### config.mk
export PLATFORM = sky130hd
export DESIGN_NAME = gpio_irq_top
export DESIGN_NICKNAME = d
export VERILOG_FILES = /design/src/rtl/gpio_irq_top.sv
export SDC_FILE = /design/constraint.sdc
export NUM_CORES = 1
export LEC_CHECK = 0
export ABC_AREA = 1
export BUFFER_PORTS_ARGS = -buffer_cell sky130_fd_sc_hd__buf_2
export CORE_MARGIN = 4
export CORE_UTILIZATION = 42
export DETAILED_ROUTE_END_ITERATION = 16
export PLACE_DENSITY = 0.66
export SLEW_MARGIN = 0
export SYNTH_ARGS = -nofsm -noshare
export SYNTH_HDL_FRONTEND = slang
export SYNTH_SLANG_ARGS = --single-unit
### constraint.sdc
create_clock -name wb_clk_i -period 4.1 [get_ports wb_clk_i]
set_input_delay 0.205 -clock wb_clk_i [delete_from_list [all_inputs] [get_ports wb_clk_i]]
set_output_delay 0.205 -clock wb_clk_i [all_outputs]
set_load 0.05 [all_outputs]
### src/rtl/gpio_irq_top.sv
// gpio_irq_top: Wishbone GPIO controller with per-pin edge interrupts.
//
// Registers (word index = wb_adr_i[4:2]), all LSB-aligned:
//   0 IN (read-only; a write terminates with wb_err_o), 1 OUT, 2 OE, 3 IO_SEL,
//   4 IE, 5 PTRIG (1 = rising), 6 INTS (sticky, write-1-to-clear),
//   7 CTRL (bit0 INTE, bit1 BOTH edges).
//
// Ports:
//   wb_clk_i, wb_rst_ni      clock, asynchronous active-low reset
//   wb_cyc_i .. wb_sel_i     Wishbone slave request
//   wb_dat_o/ack_o/err_o     registered response, one cycle after the request
//   wb_inta_o                level interrupt = INTE & |INTS
//   i_gpio                   asynchronous pad inputs
//   o_gpio, en_gpio          pad output values and output enables (1 = drive)
//   io_sel                   shared-pin function select
//
// Optional feature: define GPIO_DEBOUNCE_EN to insert a per-pin debounce filter
// (DEBOUNCE_CYCLES stable cycles) between the synchroniser and the edge logic.
module gpio_irq_top #(
    parameter int unsigned NO_OF_GPIO_PINS   = 24,
    parameter int unsigned NO_OF_SHARED_PINS = 13,
    parameter int unsigned SYNC_STAGES       = 2,
    parameter int unsigned DEBOUNCE_CYCLES   = 16
) (
    input  logic                         wb_clk_i,
    input  logic                         wb_rst_ni,
    input  logic                         wb_cyc_i,
    input  logic                         wb_stb_i,
    input  logic                         wb_we_i,
    input  logic [4:0]                   wb_adr_i,
    input  logic [31:0]                  wb_dat_i,
    input  logic [3:0]                   wb_sel_i,
    output logic [31:0]                  wb_dat_o,
    output logic                         wb_ack_o,
    output logic                         wb_err_o,
    output logic                         wb_inta_o,
    input  logic [NO_OF_GPIO_PINS-1:0]   i_gpio,
    output logic [NO_OF_GPIO_PINS-1:0]   o_gpio,
    output logic [NO_OF_GPIO_PINS-1:0]   en_gpio,
    output logic [NO_OF_SHARED_PINS-1:0] io_sel
);
    localparam int unsigned NP = NO_OF_GPIO_PINS;
    localparam int unsigned NS = NO_OF_SHARED_PINS;

    localparam logic [2:0] RegIn    = 3'd0;
    localparam logic [2:0] RegOut   = 3'd1;
    localparam logic [2:0] RegOe    = 3'd2;
    localparam logic [2:0] RegIoSel = 3'd3;
    localparam logic [2:0] RegIe    = 3'd4;
    localparam logic [2:0] RegPtrig = 3'd5;
    localparam logic [2:0] RegInts  = 3'd6;
    localparam logic [2:0] RegCtrl  = 3'd7;

    if (NP < 1 || NP > 32) begin : g_bad_pins
        $error("NO_OF_GPIO_PINS must be 1..32");
    end
    if (NS < 1 || NS > 32) begin : g_bad_shared
        $error("NO_OF_SHARED_PINS must be 1..32");
    end
    if (SYNC_STAGES < 2) begin : g_bad_sync
        $error("SYNC_STAGES must be >= 2");
    end
    if (DEBOUNCE_CYCLES < 1) begin : g_bad_debounce
        $error("DEBOUNCE_CYCLES must be >= 1");
    end

    logic [NP-1:0] out_q, out_d, oe_q, oe_d, ie_q, ie_d;
    logic [NP-1:0] ptrig_q, ptrig_d, ints_q, ints_d, prev_q, prev_d;
    logic [NS-1:0] io_sel_q, io_sel_d;
    logic [1:0]    ctrl_q, ctrl_d;
    logic          ack_q, ack_d, err_q, err_d;
    logic [31:0]   dat_q, dat_d;

    logic [SYNC_STAGES-1:0][NP-1:0] sync_q, sync_d;
    logic [NP-1:0] sync_out, filt, rise, fall, ev, w1c;
    logic [31:0]   bmask, rdata;
    logic [2:0]    reg_idx;
    logic          acc, resp, wr, bad_wr;

    // Input synchroniser: stage 0 samples the pads.
    assign sync_d   = {sync_q[SYNC_STAGES-2:0], i_gpio};
    assign sync_out = sync_q[SYNC_STAGES-1];

`ifdef GPIO_DEBOUNCE_EN
    localparam int unsigned       CntW    = $clog2(DEBOUNCE_CYCLES + 1);
    localparam logic [CntW-1:0]   CntLast = CntW'(DEBOUNCE_CYCLES - 1);

    logic [NP-1:0][CntW-1:0] cnt_q, cnt_d;
    logic [NP-1:0]           filt_q, filt_d;

    // The filter follows s only after DEBOUNCE_CYCLES consecutive mismatches.
    always_comb begin
        cnt_d  = cnt_q;
        filt_d = filt_q;
        for (int i = 0; i < NP; i++) begin
            if (sync_out[i] == filt_q[i]) begin
                cnt_d[i] = '0;
            end else if (cnt_q[i] == CntLast) begin
                filt_d[i] = sync_out[i];
                cnt_d[i]  = '0;
            end else begin
                cnt_d[i] = cnt_q[i] + 1'b1;
            end
        end
    end

    always_ff @(posedge wb_clk_i or negedge wb_rst_ni) begin
        if (!wb_rst_ni) begin
            cnt_q  <= '0;
            filt_q <= '0;
        end else begin
            cnt_q  <= cnt_d;
            filt_q <= filt_d;
        end
    end

    assign filt = filt_q;
`else
    assign filt = sync_out;
`endif

    // Bus handshake: a response cycle is always followed by a forced idle cycle.
    assign reg_idx = wb_adr_i[4:2];
    assign acc     = wb_cyc_i & wb_stb_i;
    assign resp    = acc & ~ack_q & ~err_q;
    assign wr      = resp & wb_we_i;
    assign bad_wr  = wr & (reg_idx == RegIn);
    assign ack_d   = resp & ~bad_wr;
    assign err_d   = bad_wr;
    assign bmask   = {{8{wb_sel_i[3]}}, {8{wb_sel_i[2]}}, {8{wb_sel_i[1]}}, {8{wb_sel_i[0]}}};

    always_comb begin
        case (reg_idx)
            RegIn:    rdata = 32'(filt);
            RegOut:   rdata = 32'(out_q);
            RegOe:    rdata = 32'(oe_q);
            RegIoSel: rdata = 32'(io_sel_q);
            RegIe:    rdata = 32'(ie_q);
            RegPtrig: rdata = 32'(ptrig_q);
            RegInts:  rdata = 32'(ints_q);
            RegCtrl:  rdata = 32'(ctrl_q);
            default:  rdata = '0;
        endcase
    end

    assign dat_d = resp ? rdata : dat_q;

    always_comb begin
        out_d    = out_q;
        oe_d     = oe_q;
        io_sel_d = io_sel_q;
        ie_d     = ie_q;
        ptrig_d  = ptrig_q;
        ctrl_d   = ctrl_q;
        w1c      = '0;
        if (wr) begin
            case (reg_idx)
                RegOut:   out_d    = (out_q & ~bmask[NP-1:0]) | (wb_dat_i[NP-1:0] & bmask[NP-1:0]);
                RegOe:    oe_d     = (oe_q & ~bmask[NP-1:0]) | (wb_dat_i[NP-1:0] & bmask[NP-1:0]);
                RegIoSel: io_sel_d = (io_sel_q & ~bmask[NS-1:0])
                                   | (wb_dat_i[NS-1:0] & bmask[NS-1:0]);
                RegIe:    ie_d     = (ie_q & ~bmask[NP-1:0]) | (wb_dat_i[NP-1:0] & bmask[NP-1:0]);
                RegPtrig: ptrig_d  = (ptrig_q & ~bmask[NP-1:0])
                                   | (wb_dat_i[NP-1:0] & bmask[NP-1:0]);
                RegInts:  w1c      = wb_dat_i[NP-1:0] & bmask[NP-1:0];
                RegCtrl:  ctrl_d   = (ctrl_q & ~bmask[1:0]) | (wb_dat_i[1:0] & bmask[1:0]);
                default:  ;
            endcase
        end
    end

    // Edge detection on the (optionally filtered) input; a new event beats a W1C.
    assign prev_d = filt;
    assign rise   = filt & ~prev_q;
    assign fall   = ~filt & prev_q;
    assign ev     = ie_q & (ctrl_q[1] ? (rise | fall) : ((ptrig_q & rise) | (~ptrig_q & fall)));
    assign ints_d = (ints_q & ~w1c) | ev;

    always_ff @(posedge wb_clk_i or negedge wb_rst_ni) begin
        if (!wb_rst_ni) begin
            out_q    <= '0;
            oe_q     <= '0;
            io_sel_q <= '0;
            ie_q     <= '0;
            ptrig_q  <= '0;
            ints_q   <= '0;
            ctrl_q   <= '0;
            prev_q   <= '0;
            sync_q   <= '0;
            ack_q    <= 1'b0;
            err_q    <= 1'b0;
            dat_q    <= '0;
        end else begin
            out_q    <= out_d;
            oe_q     <= oe_d;
            io_sel_q <= io_sel_d;
            ie_q     <= ie_d;
            ptrig_q  <= ptrig_d;
            ints_q   <= ints_d;
            ctrl_q   <= ctrl_d;
            prev_q   <= prev_d;
            sync_q   <= sync_d;
            ack_q    <= ack_d;
            err_q    <= err_d;
            dat_q    <= dat_d;
        end
    end

    assign wb_dat_o  = dat_q;
    assign wb_ack_o  = ack_q;
    assign wb_err_o  = err_q;
    assign wb_inta_o = ctrl_q[0] & (|ints_q);
    assign o_gpio    = out_q;
    assign en_gpio   = oe_q;
    assign io_sel    = io_sel_q;

    // Address byte offset and unimplemented data/lane bits are intentionally ignored.
    logic unused_bits;
    assign unused_bits = ^{wb_adr_i[1:0], wb_dat_i, bmask};
endmodule

### Yosys cells after proc, flatten, opt, wreduce, memory -nomap -nowiden

Cells that the tools add are included.

| cells by class | value |
|---|---|
| equality and inequality tests | 7 |
| multiplexer cells | 4 |
| bitwise operators | 41 |
| reductions and logical operators | 8 |

Operator list:

| kind | count |
|---|---|
| $and 24x24->24 | 11 |
| $pmux 32 s8 | 1 |
| $or 24x24->24 | 7 |
| $not 24->24 | 5 |
| $mux 24 | 3 |
| $and 13x13->13 | 2 |
| $reduce_or 24->1 | 1 |
| $not 13->13 | 1 |
| $or 13x13->13 | 1 |
| $eq 3x3->1 const B | 4 |
| $reduce_and 2->1 | 6 |
| $and 1x1->1 | 7 |
| $eq 3x2->1 const B | 2 |
| $and 2x2->2 | 2 |
| $eq 3x1->1 const B | 1 |
| $logic_not 3->1 | 1 |
| $not 1->1 | 3 |
| $not 2->2 | 1 |
| $or 2x2->2 | 1 |

| word-level totals | value |
|---|---|
| bits in registers | 241 |
| input port bits | 70 |
| output and inout bits | 96 |
| logic and storage cells | 73 |

### Depth between registers and ports, before layout

| depth | value |
|---|---|
| word-level depth | 8 |
| gate-level depth with buffers | 10 |
| mapped depth without buffers | 9 |

### Worst setup path before layout

Ideal clock, no wire load.

| timing path | value |
|---|---|
| kind | flip-flop to flip-flop |
| start | register ack_q, in the netlist wb_ack_o |
| end | register (tool-made name) |
| setup time | 0.119 ns |
| arrival | 1.588 ns |
| required time | 3.981 ns |
| slack | 2.392 ns |
| stages on the path, launching flop included | 8 |
| clock period less this slack | 1.708 ns |
| cells stage by stage | dfrtp_1 -> nor3_4 -> nand2_2 -> buf_6 -> nor2_8 -> nand2_1 -> nand2_1 -> nand2_1 |

RTL lines:

| element | line | RTL |
|---|---|---|
| from (decl) | 71 | `logic ack_q, ack_d, err_q, err_d;` |
| from (signal assigned) | 203 | `ack_q <= ack_d;` |

==> results.rst <==
.. list-table::
   :header-rows: 1

   * - Metric
     - Value
   * - Outcome
     - complete, no violations
   * - Setup slack of the most critical reg-to-reg path
     - 0.99 ns
   * - Die Ht
     - 174 um
   * - Grt total ovfl
     - 0
   * - Top Layer Used
     - met4
   * - Pin count of the biggest net entering global routing
     - 107
   * - Area of the mapped netlist
     - 11500 um^2
   * - H-tree Lvls
     - 1
   * - GRT Util Overall
     - 22.5%
   * - Clock buffer depth
     - 3
   * - Clock Latency Late Sink
     - 0.53 ns
   * - Synth Area in XOR/XNOR
     - 0%
   * - Setup repair after global routing missed its margin
     - no
   * - Largest vdd supply drop
     - 0.000256 V
   * - Most common library cells after synthesis
     - sky130_fd_sc_hd__nand2_1, sky130_fd_sc_hd__dfrtp_1, sky130_fd_sc_hd__nand3_1, sky130_fd_sc_hd__inv_1, sky130_fd_sc_hd__nand4_1
   * - Worst reg2reg startpoint
     - wb_ack_o
   * - Antenna violation net count after detailed routing
     - 0
   * - Count of endpoints failing hold in the final timing report
     - 0
   * - Areal power density over the cells
     - 450 nW/um^2
   * - Width of the die
     - 174 um
   * - Multiplexer fraction of the synthesized cell area
     - 0%
   * - Ys Warns
     - 0
   * - Highest attainable clock frequency
     - 322 MHz
   * - CTS hold repair buffers
     - 47
   * - Largest family of logic cells by synthesized area
     - simple AND/OR/NAND/NOR gates
   * - Wire length per cell after detailed routing
     - 17.6 um
   * - Worst r2r path cells
     - 7
   * - Fraction of final layout cells with drive strength greater than 1
     - 14.2%
   * - Post-route DRC
     - 0
   * - TNS Setup
     - 0 ns
   * - Number of instances in the synthesized netlist
     - 1412
   * - DR WL met3
     - 2490 um
   * - Rows
     - 60
   * - Final worst path period need
     - 3.11 ns
   * - Routed wire length on met2
     - 16100 um
   * - Number of enable-type register cells in the synthesized netlist
     - 0
   * - Ports
     - 166
   * - Wire length of the first global-routing pass
     - 55300 um
   * - Number of slew-limit violations in the final report
     - 0
   * - Data required time of the worst path
     - 4.51 ns
   * - Number of maximum-capacitance constraint violations
     - 0
   * - Library cell with the highest instance count after synthesis
     - sky130_fd_sc_hd__nand2_1
   * - Sequential element share of the synthesized area
     - 50.6%
   * - Setup violators final
     - 0
   * - TritonCTS sink count
     - 233
   * - Vias per cell
     - 5.31
   * - Critical-path maximum fanout
     - 44
   * - Proportion of register bits with asynchronous set or reset after synthesis
     - 100%
   * - Ratio of final minimum period to clock period
     - 75.8%
   * - Largest clock skew in the final design
     - 0.00719 ns
   * - Number of iterations in the first detailed-routing pass
     - 7
   * - Worst endpoint data arrival time
     - 3.52 ns
   * - Arithmetic-cell share of the synthesized area counting full adders, half adders and majority gates
     - 5.21%
   * - Gpl congestion
     - 0.866
   * - Worst min-delay path startpoint
     - wb_dat_i[2]
   * - Top-area cell type share of the netlist area
     - 50.6%
   * - Max-slew headroom
     - 29.8%
   * - Simple-gate portion of the synthesized area
     - 31.1%
   * - CTS Root Buffer Type
     - sky130_fd_sc_hd__clkbuf_16
   * - CTS clock-pin slew for the worst setup and hold paths
     - 0.06 ns
   * - Average footprint of a synthesized cell
     - 8.16 um^2
   * - Floorplan Core Area
     - 27000 um^2
   * - Leakage power
     - 7.68 nW
   * - Vias
     - 10.3k
   * - Critical setup path kind
     - reg -> reg
   * - Worst hold path cell count
     - 3
   * - Number of antenna violations at the first check in global routing
     - 0
   * - Transition time of the tightest slew-check pin
     - 1.05 ns
   * - Cells taking the most area after synthesis
     - sky130_fd_sc_hd__dfrtp_1, sky130_fd_sc_hd__nand2_1, sky130_fd_sc_hd__nand3_1
   * - Number of global-route vias before repair
     - 9999
   * - Post_cts resized
     - 0
   * - Syn-to-layout area delta
     - 19.6%
   * - Post-layout util
     - 51.1%
   * - Placed inst area
     - 12500 um^2
   * - Met1 layer wirelength in the final routing
     - 14800 um
   * - Flip-flop cell with the highest count after synthesis
     - sky130_fd_sc_hd__dfrtp_1
   * - Total of buffers placed on input and output ports
     - 146
   * - Ant diodes
     - 0
   * - Total detailed-routing wirelength
     - 34100 um
   * - Worst hold-check slack
     - 0.0185 ns
   * - Nets@finish
     - 1699
   * - Number of buffers inserted to repair setup after CTS
     - 0
   * - Count of unique library cells instantiated by Yosys
     - 24
   * - Area fraction in compound gates after synthesis
     - 4.78%
   * - Finished Cell Area
     - 13800 um^2
   * - FF+latch count, synth
     - 233
   * - TritonCTS clock tree
     - built
   * - Nature of the critical path startpoint
     - flop
   * - DRC violation total after the first TritonRoute iteration
     - 996
   * - Initial cell density of the core
     - 42.7%
   * - Total die area
     - 30100 um^2
   * - Largest area contributor in the synthesized netlist
     - sky130_fd_sc_hd__dfrtp_1
   * - Kind of capture point of the worst setup path
     - flop
   * - Final HPWL DP
     - 22000 um
   * - Worst min-delay path class
     - in -> reg
   * - Clock buffers created by TritonCTS
     - 27
[critical path, cell delays in order (launching register included)]
cell and delay [ns]:
sky130_fd_sc_hd__dfrtp_1 0.41, sky130_fd_sc_hd__nor3_4 0.18, sky130_fd_sc_hd__buf_4 0.34, sky130_fd_sc_hd__nand2_2 0.66, sky130_fd_sc_hd__nor2_8 0.75, sky130_fd_sc_hd__nand2_1 0.41
sky130_fd_sc_hd__nand2_1 0.16, sky130_fd_sc_hd__nand2_1 0.06
[where the power goes]
part	switching [mW]	total, mW	internal [mW]
combinational	0.883	1.18	0.299
sequential	0.192	2.72	2.53
clock	0.909	2.30	1.39
total	1.98	6.20	4.22
[cell type report]
type	count	area [um^2]
multi-input cells	958	4760
inverters	148	556
clock inverters	5	75.1
clock buffers	37	753
flip-flops and latches	233	5830
repair buffers	213	1370
well taps	341	427
fillers	2535	13200
[layout by cell type (no fill, tap or decap), types with 5 or more instances in the layout]
cell type / n
sky130_fd_sc_hd__o21ai_1: 13
sky130_fd_sc_hd__nor2_8: 5
sky130_fd_sc_hd__nor2_1: 60
sky130_fd_sc_hd__buf_4: 19
sky130_fd_sc_hd__nand2_2: 10
sky130_fd_sc_hd__clkbuf_1: 6
sky130_fd_sc_hd__inv_1: 143
sky130_fd_sc_hd__o21ai_0: 77
sky130_fd_sc_hd__dfrtp_1: 233
sky130_fd_sc_hd__clkbuf_16: 27
sky130_fd_sc_hd__nand2_1: 436
sky130_fd_sc_hd__conb_1: 8
sky130_fd_sc_hd__nand4_1: 90
sky130_fd_sc_hd__buf_2: 145
sky130_fd_sc_hd__nand3_1: 184
sky130_fd_sc_hd__dlygate4sd3_1: 47
sky130_fd_sc_hd__ha_1: 48
sky130_fd_sc_hd__a21oi_1: 20
[cell families after synthesis]
kind of cell / count (synthesis)
AOI/OAI and AO/OA: 110
adders and majority gates: 48
buffers and inverters: 228
DFF: 233
other: 1
and+or+nand+nor: 792
[layer usage]
layer,global-route usage (%),vias to the layer above
li1,-,4900
met1,32.0,4916
met2,36.4,405
met3,3.27,53
met4,5.54,0
met5,0,-
[worst max path at each step]
stage	from	depth (start not counted)	slack, ns	end
6_report	wb_ack_o	7	0.99	flop
5_1_grt	wb_ack_o	7	0.78	flop
4_1_cts	wb_ack_o	7	1.03	flop
3_5_place_dp	wb_ack_o	7	1.06	flop
3_3_place_gp	wb_ack_o	7	1.09	flop
2_1_floorplan	wb_ack_o	7	2.39	flop
[through the flow]
stage	total power [mW]	setup slack (ns)	instances
final	6.20	0.992	1935
after floorplan	3.51	2.39	1419
after global routing	6.49	0.780	1935
after global placement	3.89	1.09	1846
after CTS	6.25	1.03	1935
after detailed placement	3.91	1.06	1846
No activity file was read; power rests on OpenSTA's default activity.
